$ cat config.mk
export PLATFORM = sky130hd
export DESIGN_NAME = adder_arbiter
export DESIGN_NICKNAME = d
export VERILOG_FILES = /design/src/rtl/adder_arbiter_pkg.sv /design/src/rtl/rr_picker.sv /design/src/rtl/adder_arbiter.sv
export SDC_FILE = /design/constraint.sdc
export NUM_CORES = 1
export LEC_CHECK = 0
export CAP_MARGIN = 20
export CORE_AREA = 2 2 617 619
export CTS_BUF_LIST = sky130_fd_sc_hd__clkbuf_8 sky130_fd_sc_hd__clkbuf_16
export DETAILED_ROUTE_END_ITERATION = 10
export DIE_AREA = 0 0 619 621
export REMOVE_ABC_BUFFERS = 1
export SYNTH_ARGS = -nofsm -noshare
export SYNTH_HDL_FRONTEND = slang
export SYNTH_SLANG_ARGS = --single-unit
$ cat constraint.sdc
create_clock -name clk -period 3.85 [get_ports clk]
set_clock_uncertainty 0.05 [all_clocks]
set_input_delay 0.77 -clock clk [delete_from_list [all_inputs] [get_ports clk]]
set_output_delay 0.77 -clock clk [all_outputs]
set_load 0.005 [all_outputs]
$ cat src/rtl/adder_arbiter_pkg.sv
// Shared types and constants for the adder arbiter: FSM state encoding,
// default lane geometry, and the index wrap helper used by the round-robin picker.
package adder_arbiter_pkg;

    localparam int LANES_P = 4;
    localparam int WIDTH_P = 32;

    typedef logic [LANES_P-1:0][WIDTH_P-1:0] lane_vec_t;

    typedef enum logic [1:0] {
        IDLE  = 2'd0,
        ISSUE = 2'd1,
        WAIT  = 2'd2,
        RESP  = 2'd3
    } state_t;

    // Wrap a requester index that may have run one step past the last requester.
    function automatic int wrap_index(input int idx, input int n);
        if (idx >= n) begin
            return idx - n;
        end else begin
            return idx;
        end
    endfunction

endpackage

$ cat src/rtl/rr_picker.sv
// Combinational round-robin selector. Searches upward from last_grant+1 with
// wrap-around and returns the first pending requester as one-hot and index.
module rr_picker
    import adder_arbiter_pkg::*;
#(
    parameter int NREQ = 4,
    parameter int IW   = $clog2(NREQ)
) (
    input  logic [NREQ-1:0] req,
    input  logic [IW-1:0]   last_grant,
    output logic [NREQ-1:0] grant,
    output logic [IW-1:0]   grant_idx,
    output logic            any
);

    // Priority scan starting just after the previous winner; first hit wins.
    always_comb begin
        int cand;
        cand      = 0;
        grant     = '0;
        grant_idx = '0;
        any       = 1'b0;
        for (int i = 1; i <= NREQ; i++) begin
            cand = wrap_index(int'(last_grant) + i, NREQ);
            if (!any && req[cand]) begin
                any         = 1'b1;
                grant[cand] = 1'b1;
                grant_idx   = IW'(cand);
            end else begin
                any = any;
            end
        end
    end

endmodule

$ cat src/rtl/adder_arbiter.sv
// Round-robin arbiter/sequencer sharing one multi-lane adder among NREQ
// requesters. One addition is in flight at a time: accept operands, pulse the
// adder start, wait for ready or a watchdog timeout, then hand the lane sums
// back to the granted requester.
module adder_arbiter
    import adder_arbiter_pkg::*;
#(
    parameter int NREQ    = 4,
    parameter int LANES   = LANES_P,
    parameter int WIDTH   = WIDTH_P,
    parameter int TIMEOUT = 64
) (
    input  logic                                     clk,
    input  logic                                     reset,
    input  logic [NREQ-1:0]                          req_valid,
    output logic [NREQ-1:0]                          req_ready,
    input  logic [NREQ-1:0][LANES-1:0][WIDTH-1:0]    req_a,
    input  logic [NREQ-1:0][LANES-1:0][WIDTH-1:0]    req_b,
    input  logic [NREQ-1:0]                          req_ci,
    output logic [NREQ-1:0]                          rsp_valid,
    input  logic [NREQ-1:0]                          rsp_ready,
    output logic [LANES-1:0][WIDTH-1:0]              rsp_sum,
    output logic                                     rsp_err,
    output logic                                     add_start,
    output logic [LANES-1:0][WIDTH-1:0]              add_a,
    output logic [LANES-1:0][WIDTH-1:0]              add_b,
    output logic                                     add_ci,
    input  logic                                     add_ready,
    input  logic [LANES-1:0][WIDTH-1:0]              add_sum,
    output logic                                     busy,
    output logic [$clog2(NREQ)-1:0]                  grant_id
);

    localparam int IW = $clog2(NREQ);
    localparam int TW = $clog2(TIMEOUT) + 1;

    state_t                        state_r;
    state_t                        state_s;
    logic [IW-1:0]                 last_grant_r;
    logic [IW-1:0]                 grant_id_r;
    logic [TW-1:0]                 timer_r;
    logic                          add_start_r;
    logic [LANES-1:0][WIDTH-1:0]   add_a_r;
    logic [LANES-1:0][WIDTH-1:0]   add_b_r;
    logic                          add_ci_r;
    logic [LANES-1:0][WIDTH-1:0]   rsp_sum_r;
    logic                          rsp_err_r;
    logic [NREQ-1:0]               rsp_valid_r;
    logic                          busy_r;

    logic [NREQ-1:0]               pick_grant_s;
    logic [IW-1:0]                 pick_idx_s;
    logic                          pick_any_s;
    logic                          accept_s;
    logic                          timeout_s;
    logic [NREQ-1:0]               grant_oh_s;
    logic [NREQ-1:0]               req_ready_s;

    rr_picker #(
        .NREQ (NREQ),
        .IW   (IW)
    ) u_picker (
        .req        (req_valid),
        .last_grant (last_grant_r),
        .grant      (pick_grant_s),
        .grant_idx  (pick_idx_s),
        .any        (pick_any_s)
    );

    assign accept_s   = (state_r == IDLE) && pick_any_s;
    assign timeout_s  = (timer_r == TW'(TIMEOUT - 1));
    assign grant_oh_s = {{(NREQ-1){1'b0}}, 1'b1} << grant_id_r;

    // Next-state logic: IDLE -> ISSUE on a grant, ISSUE -> WAIT always,
    // WAIT -> RESP on ready or timeout, RESP -> IDLE on the granted handshake.
    always_comb begin
        state_s = state_r;
        case (state_r)
            IDLE: begin
                if (pick_any_s) begin
                    state_s = ISSUE;
                end else begin
                    state_s = IDLE;
                end
            end
            ISSUE: begin
                state_s = WAIT;
            end
            WAIT: begin
                if (add_ready || timeout_s) begin
                    state_s = RESP;
                end else begin
                    state_s = WAIT;
                end
            end
            RESP: begin
                if (rsp_ready[grant_id_r]) begin
                    state_s = IDLE;
                end else begin
                    state_s = RESP;
                end
            end
            default: begin
                state_s = IDLE;
            end
        endcase
    end

    // Accept strobe is combinational; gated by reset so it reads 0 while held in reset.
    always_comb begin
        req_ready_s = '0;
        if (reset && (state_r == IDLE)) begin
            req_ready_s = pick_grant_s;
        end else begin
            req_ready_s = '0;
        end
    end

    // FSM state register.
    always_ff @(posedge clk or negedge reset) begin
        if (!reset) begin
            state_r <= IDLE;
        end else begin
            state_r <= state_s;
        end
    end

    // Grant bookkeeping and operand capture; operands hold until the next accept.
    always_ff @(posedge clk or negedge reset) begin
        if (!reset) begin
            last_grant_r <= IW'(NREQ - 1);
            grant_id_r   <= '0;
            add_a_r      <= '0;
            add_b_r      <= '0;
            add_ci_r     <= 1'b0;
            add_start_r  <= 1'b0;
            busy_r       <= 1'b0;
        end else begin
            add_start_r <= accept_s;
            busy_r      <= (state_s != IDLE);
            if (accept_s) begin
                grant_id_r <= pick_idx_s;
                add_a_r    <= req_a[pick_idx_s];
                add_b_r    <= req_b[pick_idx_s];
                add_ci_r   <= req_ci[pick_idx_s];
            end
            if ((state_r == RESP) && rsp_ready[grant_id_r]) begin
                last_grant_r <= grant_id_r;
            end
        end
    end

    // Watchdog: cleared during ISSUE, counts every WAIT cycle.
    always_ff @(posedge clk or negedge reset) begin
        if (!reset) begin
            timer_r <= '0;
        end else begin
            case (state_r)
                ISSUE:   timer_r <= '0;
                WAIT:    timer_r <= timer_r + TW'(1);
                default: timer_r <= timer_r;
            endcase
        end
    end

    // Response capture: adder ready takes priority over a coincident timeout.
    always_ff @(posedge clk or negedge reset) begin
        if (!reset) begin
            rsp_sum_r   <= '0;
            rsp_err_r   <= 1'b0;
            rsp_valid_r <= '0;
        end else begin
            case (state_r)
                WAIT: begin
                    if (add_ready) begin
                        rsp_sum_r   <= add_sum;
                        rsp_err_r   <= 1'b0;
                        rsp_valid_r <= grant_oh_s;
                    end else if (timeout_s) begin
                        rsp_sum_r   <= '0;
                        rsp_err_r   <= 1'b1;
                        rsp_valid_r <= grant_oh_s;
                    end
                end
                RESP: begin
                    if (rsp_ready[grant_id_r]) begin
                        rsp_valid_r <= '0;
                    end
                end
                default: begin
                    rsp_valid_r <= '0;
                end
            endcase
        end
    end

    assign req_ready = req_ready_s;
    assign rsp_valid = rsp_valid_r;
    assign rsp_sum   = rsp_sum_r;
    assign rsp_err   = rsp_err_r;
    assign add_start = add_start_r;
    assign add_a     = add_a_r;
    assign add_b     = add_b_r;
    assign add_ci    = add_ci_r;
    assign busy      = busy_r;
    assign grant_id  = grant_id_r;

endmodule

==> results of run 1 <==
==> per-stage QoR <==
| stage | TNS, ns | power (uW) | utilization, % | hold WS (ns) |
|---|---|---|---|---|
| after floorplan | -4647.67 | 19200 | - | 0.424 |
| after global placement | -0.618 | 34600 | 12.9 | 0.425 |
| after detailed placement | -0.437 | 34600 | 12.9 | 0.426 |
| after CTS | -0.212 | 42200 | 13.6 | 0.0539 |
| after global routing | -0.456 | 43700 | 13.6 | 0.128 |
| final | 0 | 41500 | 13.6 | 0.110 |
==> cell families (layout without fill, tap and decap cells) <==
group                      after synthesis  after routing  share of synthesized area [%]
adders and majority gates               13             13                          0.631
DFF                                    405            405                           39.3
and+or+nand+nor                        311            311                           4.88
buffers and inverters                  254           1901                           5.30
AOI/OAI and AO/OA                      779            779                           31.2
xor gates and xnor gates                 2              2                         0.0679
muxes                                  473            473                           18.6
other                                    0             74                              0
==> Yosys cell counts, types with 13 or more instances <==
library cell	number	area share, %
a21o_1	48	1.4
a21oi_1	54	1.0
a221oi_1	49	1.7
a221oi_2	163	9.5
a22o_1	130	4.4
buf_1	13	0.19
buf_2	64	1.2
buf_4	13	0.38
clkbuf_1	126	1.8
dfrtp_1	403	39
ha_1	13	0.63
mux2i_1	466	18
nand2_1	59	0.86
nor2_1	224	3.3
o221a_1	200	8.7
o221ai_1	96	3.3
==> placed cells by master, fill, tap and decap left out, drive strengths merged, types with 28 or more instances in the layout <==
master,count
clkdlybuf4s50,1558
mux2i,466
dfrtp,403
nor2,227
a221oi,212
o221a,208
buf,208
a22o,130
o221ai,96
clkbuf,81
diode,74
nand2,61
a21oi,55
a21o,48
inv,28
==> sequential cells by signal, indices dropped and copies added, names as in the netlist <==
register,count
add_b,128
grant_id,2
add_a,128
add_ci,1
rsp_err,1
rsp_valid,4
state_r,2
add_start,1
rsp_sum,128
timer_r,7
busy,1
last_grant_r,2
==> timing repair <==
item / CTS / global route
hold buffers: 2 / 0
setup endpoints to repair: 4 / 4
endpoints found under the hold margin: 19 / 0
pin swaps: 6 / 3
gates resized for setup: 28 / 2
setup buffers: 6 / 1
==> metal layers <==
metal	wire [um]	track usage [%]	vias up	share of wire, %
li1	-	-	12400	-
met1	108000	16.1	14800	37
met2	133000	23.9	1848	46
met3	35900	7.52	737	12
met4	11600	4.28	190	4.0
met5	1290	0	-	0.44
==> final cells by class <==
cell class	count	area [um^2]	share of cell area, %
timing repair buffer	1767	17900	34.9
multi-input combinational	1578	14400	28.1
sequential	405	10100	19.7
tap	5016	6280	12.2
clock buffer	81	1960	3.81
clock inverter	39	444	0.864
antenna	74	185	0.360
inverter	14	65.1	0.127
==> final timing paths <==
path                            startpoint      endpoint  slack [ns]  cells after the start
setup / recovery           last_grant_r[0]  req_ready[1]       0.003                      9
hold / removal                       reset     add_a[63]        0.11                      2
setup reg to reg           last_grant_r[0]     add_b[16]        0.38                     10
hold reg to reg                   add_a[3]      add_a[3]        0.44                      2
max in group asynchronous            reset   rsp_sum[22]        1.31                      4
min in group clk                  add_a[3]      add_a[3]        0.44                      2
==> power breakdown <==
group | internal [uW] | switching, uW | total [uW]
sequential | 6380 | 1540 | 7910
combinational | 12900 | 13600 | 26500
clock | 4230 | 2830 | 7060
total | 23500 | 18000 | 41500
==> metrics.md, run 1 <==
| Metric | Value |
|---|---|
| Main synth FF type | `dfrtp_1` |
| GP Congestion | `0.922` |
| Sequential share of the synthesized area | `about 39%` |
| Clk slew on worst S/H paths | `0.07 ns` |
| FMAX | `0.260 GHz` |
| Flops & latches, synth | `405` |
| TritonCTS clock tree | `done` |
| WL per Instance | `around 32 um` |
| Clock Latency Late Sink | `between 0.7 and 0.8 ns` |
| DRC viols | `0` |
| Vias per inst | `3.34` |
| Initial Util | `~7%` |
| Req. time, crit path | `3.03 ns` |
| GRT Total Usage | `14.5%` |
| Vias in the first global route | `29200` |
| Post-DP HPWL | `248000 um` |
| Asr flop ratio synth | `100%` |
| Worst slew pin tran | `1.00 ns` |
| Max cap viols | `0` |
| Die area | `384000 um^2` |
| Final hold vios | `0` |
| H-tree levels | `3` |
| I/O Pins | `about 1600` |
| Rows | `about 230` |
| Core Region | `378000 um^2` |
| Run status | `completed` |
| # setup viols final | `0` |
| First-pass GRT wire length | `around 360000 um` |
| Critical Path Fanout Max | `3` |
| Die span in x | `619 um` |
| HP Class | `primary input to async pin` |
| Layout fillers | `42800` |
| Pwr Density | `806 nW/um^2` |
| Final period util | `99.9%` |
| Total gr overflow | `0` |
| TritonCTS Buffers | `73` |
| Critical Path Sink Type | `output port` |
| DRT iter0 DRCs | `2175` |
| Via count | `approximately 30000` |
| Synthesized cell area | `25800 um^2` |
| Max VDD drop | `just under 0.4 mV` |
| Nets@finish | `5019` |
| Max clock buf depth | `4` |
| Clk sinks | `405` |
| RSZ-0062 raised after global routing | `yes` |
| Critical path type | `flip-flop to output port` |
| Slew margin rel. | `33.2%` |
| Drt total wl | `290000 um` |
| Worst path bufs/invs | `4` |
| Synth Instances | `2237` |
| Final std cells w/o fill | `around 9000` |
| Root buffer cell | `clkbuf_16` |
| Largest net degree at the start of global routing | `around 110` |
| Post-synth EDFFs | `0` |
| Synth warn | `0` |
| Drt pass-1 iters | `6` |
| Average size of a mapped cell | `11.5 um^2` |
| Pleak | `between 0.015 and 0.02 uW` |
| Die H | `621 um` |
| Final slew viol count | `0` |
| Layout cell share with drive strength beyond 1 | `13.6%` |
| Unique masters post-synth | `57` |
| Synthesis-to-layout area growth | `99.4%` |
| CP Launch Type | `flip-flop` |
| Largest stage delay, worst path | `approximately 0.65 ns` |
| Design Area, Final | `51400 um^2` |
| Placed Area | `approximately 49000 um^2` |
| Min setup slack post-route | `0.00321 ns` |
| Post-Place Setup Slack | `-0.176 ns` |
| Cell family with most CP delay | `flip-flops` |
| Initial antenna violation count | `298` |
| Placed cells | `8771` |
| Critical path arrival | `3.03 ns` |
| Crit-path cells | `clkinv_4 > ha_4 > mux4_2 > nor4b_4 > buf_4 > buf_6 > a221oi_2 > nor2_1 > buf_2` |
| Antenna viol nets, final | `0` |
| CP max-delay cell | `dfstp_4` |
| Number of buffers added on ports | `1564` |
| Post-layout minimum cycle time | `just under 4 ns` |
(Power assumes the default switching activity.)
==> inputs of run 2 (changes only) <==
SETUP_SLACK_MARGIN = 0.4   (was not set)
SLEW_MARGIN = 20   (was not set)
==> run 2 against run 1 <==
- critical endpoint unchanged
- hold slack worse by 0.0024 ns
- core utilization hardly changed
- the run now ends with setup timing left
- sequential power hardly changed
- largest cell class unchanged
- sequential cell count stayed put
==> metrics.md, run 2 (synthesized netlist as in run 1, its figures left out) <==
| Metric | Value |
|---|---|
| Drt total wl | `290000 um (+0.11%)` |
| Core Region | `378000 um^2 (unchanged)` |
| Nets@finish | `5022 (+0.060%)` |
| FMAX | `0.260 GHz (-0.11%)` |
| R2R Setup Slk | `0.45 ns (+0.07 ns)` |
| Initial antenna violation count | `298 (unchanged)` |
| Run status | `finished, violations left` |
| Layout fillers | `42800 (-0.0070%)` |
| Clk slew on worst S/H paths | `0.08 ns (about the same)` |
| Switch share | `43.3% (about the same)` |
| Layout cell share with drive strength beyond 1 | `13.7% (+0.092 points)` |
| TritonCTS clock tree | `done` |
| HP Class | `primary input to async pin` |
| GRT Total Usage | `14.5% (unchanged)` |
| First-pass GRT wire length | `357000 um (unchanged)` |
| Worst path bufs/invs | `4 (unchanged)` |
| Pleak | `0.0193 uW (+0.25%)` |
| Req. time, crit path | `3.03 ns (about the same)` |
| Met2 Use GR | `23.9% (unchanged)` |
| Clock Latency Late Sink | `0.77 ns (about the same)` |
| Max clock buf depth | `4 (unchanged)` |
| Pint | `23700 uW (+0.62%)` |
| Final period util | `100% (+0.11 points)` |
| Combinational Power Share | `64.1% (+0.2 points)` |
| Synthesis-to-layout area growth | `99.8%` |
| Initial Util | `6.83% (unchanged)` |
| Critical Path Fanout Max | `3 (unchanged)` |
| WL per Instance | `32.3 um (+0.12%)` |
| Clk pwr share | `17.0% (about the same)` |
| Sequential share of power | `19.0% (about the same)` |
| Cell family with most CP delay | `flip-flops` |
| I/O Pins | `1565 (unchanged)` |
| Die span in x | `619 um (unchanged)` |
| Max VDD drop | `0.392 mV (-0.12%)` |
| Via count | `29900 (-0.31%)` |
| Root buffer cell | `clkbuf_16` |
| Largest net degree at the start of global routing | `114 (unchanged)` |
| Vias per inst | `3.33 (-0.30%)` |
| Finished Core Util | `13.6% (+0.026 points)` |
| Drt pass-1 iters | `5 (-1)` |
| Die H | `621 um (unchanged)` |
| CP startpoint | `last_grant_r[0]` |
| Clk sinks | `405 (unchanged)` |
| Commonest non-fill, non-tap cell in the layout | `clkdlybuf4s50_1` |
| RSZ-0062 raised after global routing | `yes` |
| Grt met3 use | `7.52% (unchanged)` |
| Final hold vios | `0 (unchanged)` |
| GP Congestion | `0.922 (unchanged)` |
| Most frequent cells in the layout | `1557 x clkdlybuf4s50_1, 466 x mux2i_1, 403 x dfrtp_1, 223 x nor2_1, 200 x o221a_1` |
| Post-DP HPWL | `248000 um (unchanged)` |
| Worst slew pin tran | `1.04 ns (+0.0356 ns)` |
| Worst r2r src | `last_grant_r[0]` |
| Total gr overflow | `0 (unchanged)` |
| Number of buffers added on ports | `1564 (unchanged)` |
| Post-layout minimum cycle time | `3.85 ns (+0.00436 ns)` |
| CP Launch Type | `flip-flop` |
| Critical path type | `flip-flop to output port` |
| Max cap viols | `0 (unchanged)` |
| Largest stage delay, worst path | `0.65 ns (about the same)` |
| Vias in the first global route | `29200 (unchanged)` |
| Tot Pwr | `41700 uW (+0.55%)` |
| # setup viols final | `1 (+1)` |
| DRC viols | `0 (unchanged)` |
| Failing checks | `setup timing` |
| Design Area, Final | `51500 um^2 (+0.19%)` |
| Crit-path cells | `clkinv_4 > ha_4 > mux4_2 > nor4b_4 > buf_4 > buf_6 > a221oi_2 > nor2_1 > buf_2` |
| CP max-delay cell | `dfstp_4` |
| DRT iter0 DRCs | `2265 (+4.1%)` |
| Pwr Density | `809 nW/um^2 (+0.36%)` |
| Final slew viol count | `0 (unchanged)` |
| Critical path arrival | `3.03 ns (about the same)` |
| Antenna viol nets, final | `0 (unchanged)` |
| TritonCTS Buffers | `73 (unchanged)` |
| Critical Path Sink Type | `output port` |
| Min setup slack post-route | `-0.00115 ns (-0.00436 ns)` |
| Met1 usage | `16.1% (unchanged)` |
| H-tree levels | `3 (unchanged)` |
| Die area | `384000 um^2 (unchanged)` |
| GR peak layer | `met2` |
| Slew margin rel. | `30.8% (-2.4 points)` |
| Rows | `226 (unchanged)` |
| Placed Area | `48700 um^2 (unchanged)` |
| Psw | `18000 uW (+0.45%)` |
## run 2: cell types whose count changed in the layout (fill, tap and decap cells not counted), moves of 3 or more
cell and delta:
buf_4 -3, buf_6 +4, diode_2 -4, buf_16 +5
buf_12 -4
## run 2: worst paths after layout
kind | to | cells past startpoint
hold reg to reg | add_a[89] | 2
hold / removal | add_a[63] | 2
setup / recovery | req_ready[1] | 9
min in group clk | add_a[89] | 2
max in group asynchronous | rsp_sum[22] | 4
setup reg to reg | add_a[99] | 10
## run 2: area by class of cell
cell class	count	area (um^2)	share of cell area, %
well taps	5016	6280	12.2
clock buffers	81	1960	3.80
diodes	70	175	0.340
clock inverters	39	444	0.862
inverters	14	65.1	0.126
multi-input cells	1578	14400	28.0
repair buffers	1770	18000	35.0
flip-flops and latches	405	10100	19.7
## run 2: layer usage
metal | wire (um) | part of all wire [%]
met1 | 107000 | 37
met2 | 133000 | 46
met3 | 36200 | 12
met4 | 11600 | 4.0
met5 | 1310 | 0.45
## run 2: power groups by stage
stage | clock [uW] | sequential (uW) | combinational [uW]
3_5_place_dp | 0 | 7920 | 26700
6_report | 7070 | 7910 | 26700
2_1_floorplan | 0 | 7670 | 11500
4_1_cts | 7380 | 7890 | 26900
3_3_place_gp | 0 | 7930 | 26700
5_1_grt | 7450 | 8100 | 28400
## run 2: metrics by stage
| step | instances | setup slack [ns] | setup TNS (ns) | hold slack (ns) |
|---|---|---|---|---|
| global route | 8928 | -0.141 | -0.457 | 0.128 |
| floorplan | 1997 | -21.66 | -4647.67 | 0.424 |
| CTS | 8899 | -0.0648 | -0.212 | 0.0539 |
| finish | 8973 | -0.00115 | -0.00115 | 0.107 |
| detailed placement | 8771 | -0.176 | -0.437 | 0.426 |
| global placement | 8771 | -0.203 | -0.618 | 0.425 |
## run 2: timing repair
action / CTS / global route
gates cloned: 0 / 1
gates resized for setup: 29 / 12
setup buffers: 6 / 3
setup endpoints to repair: 90 / 17
hold buffers: 2 / 0
pin swaps: 6 / 5
hold endpoints to repair: 19 / 0
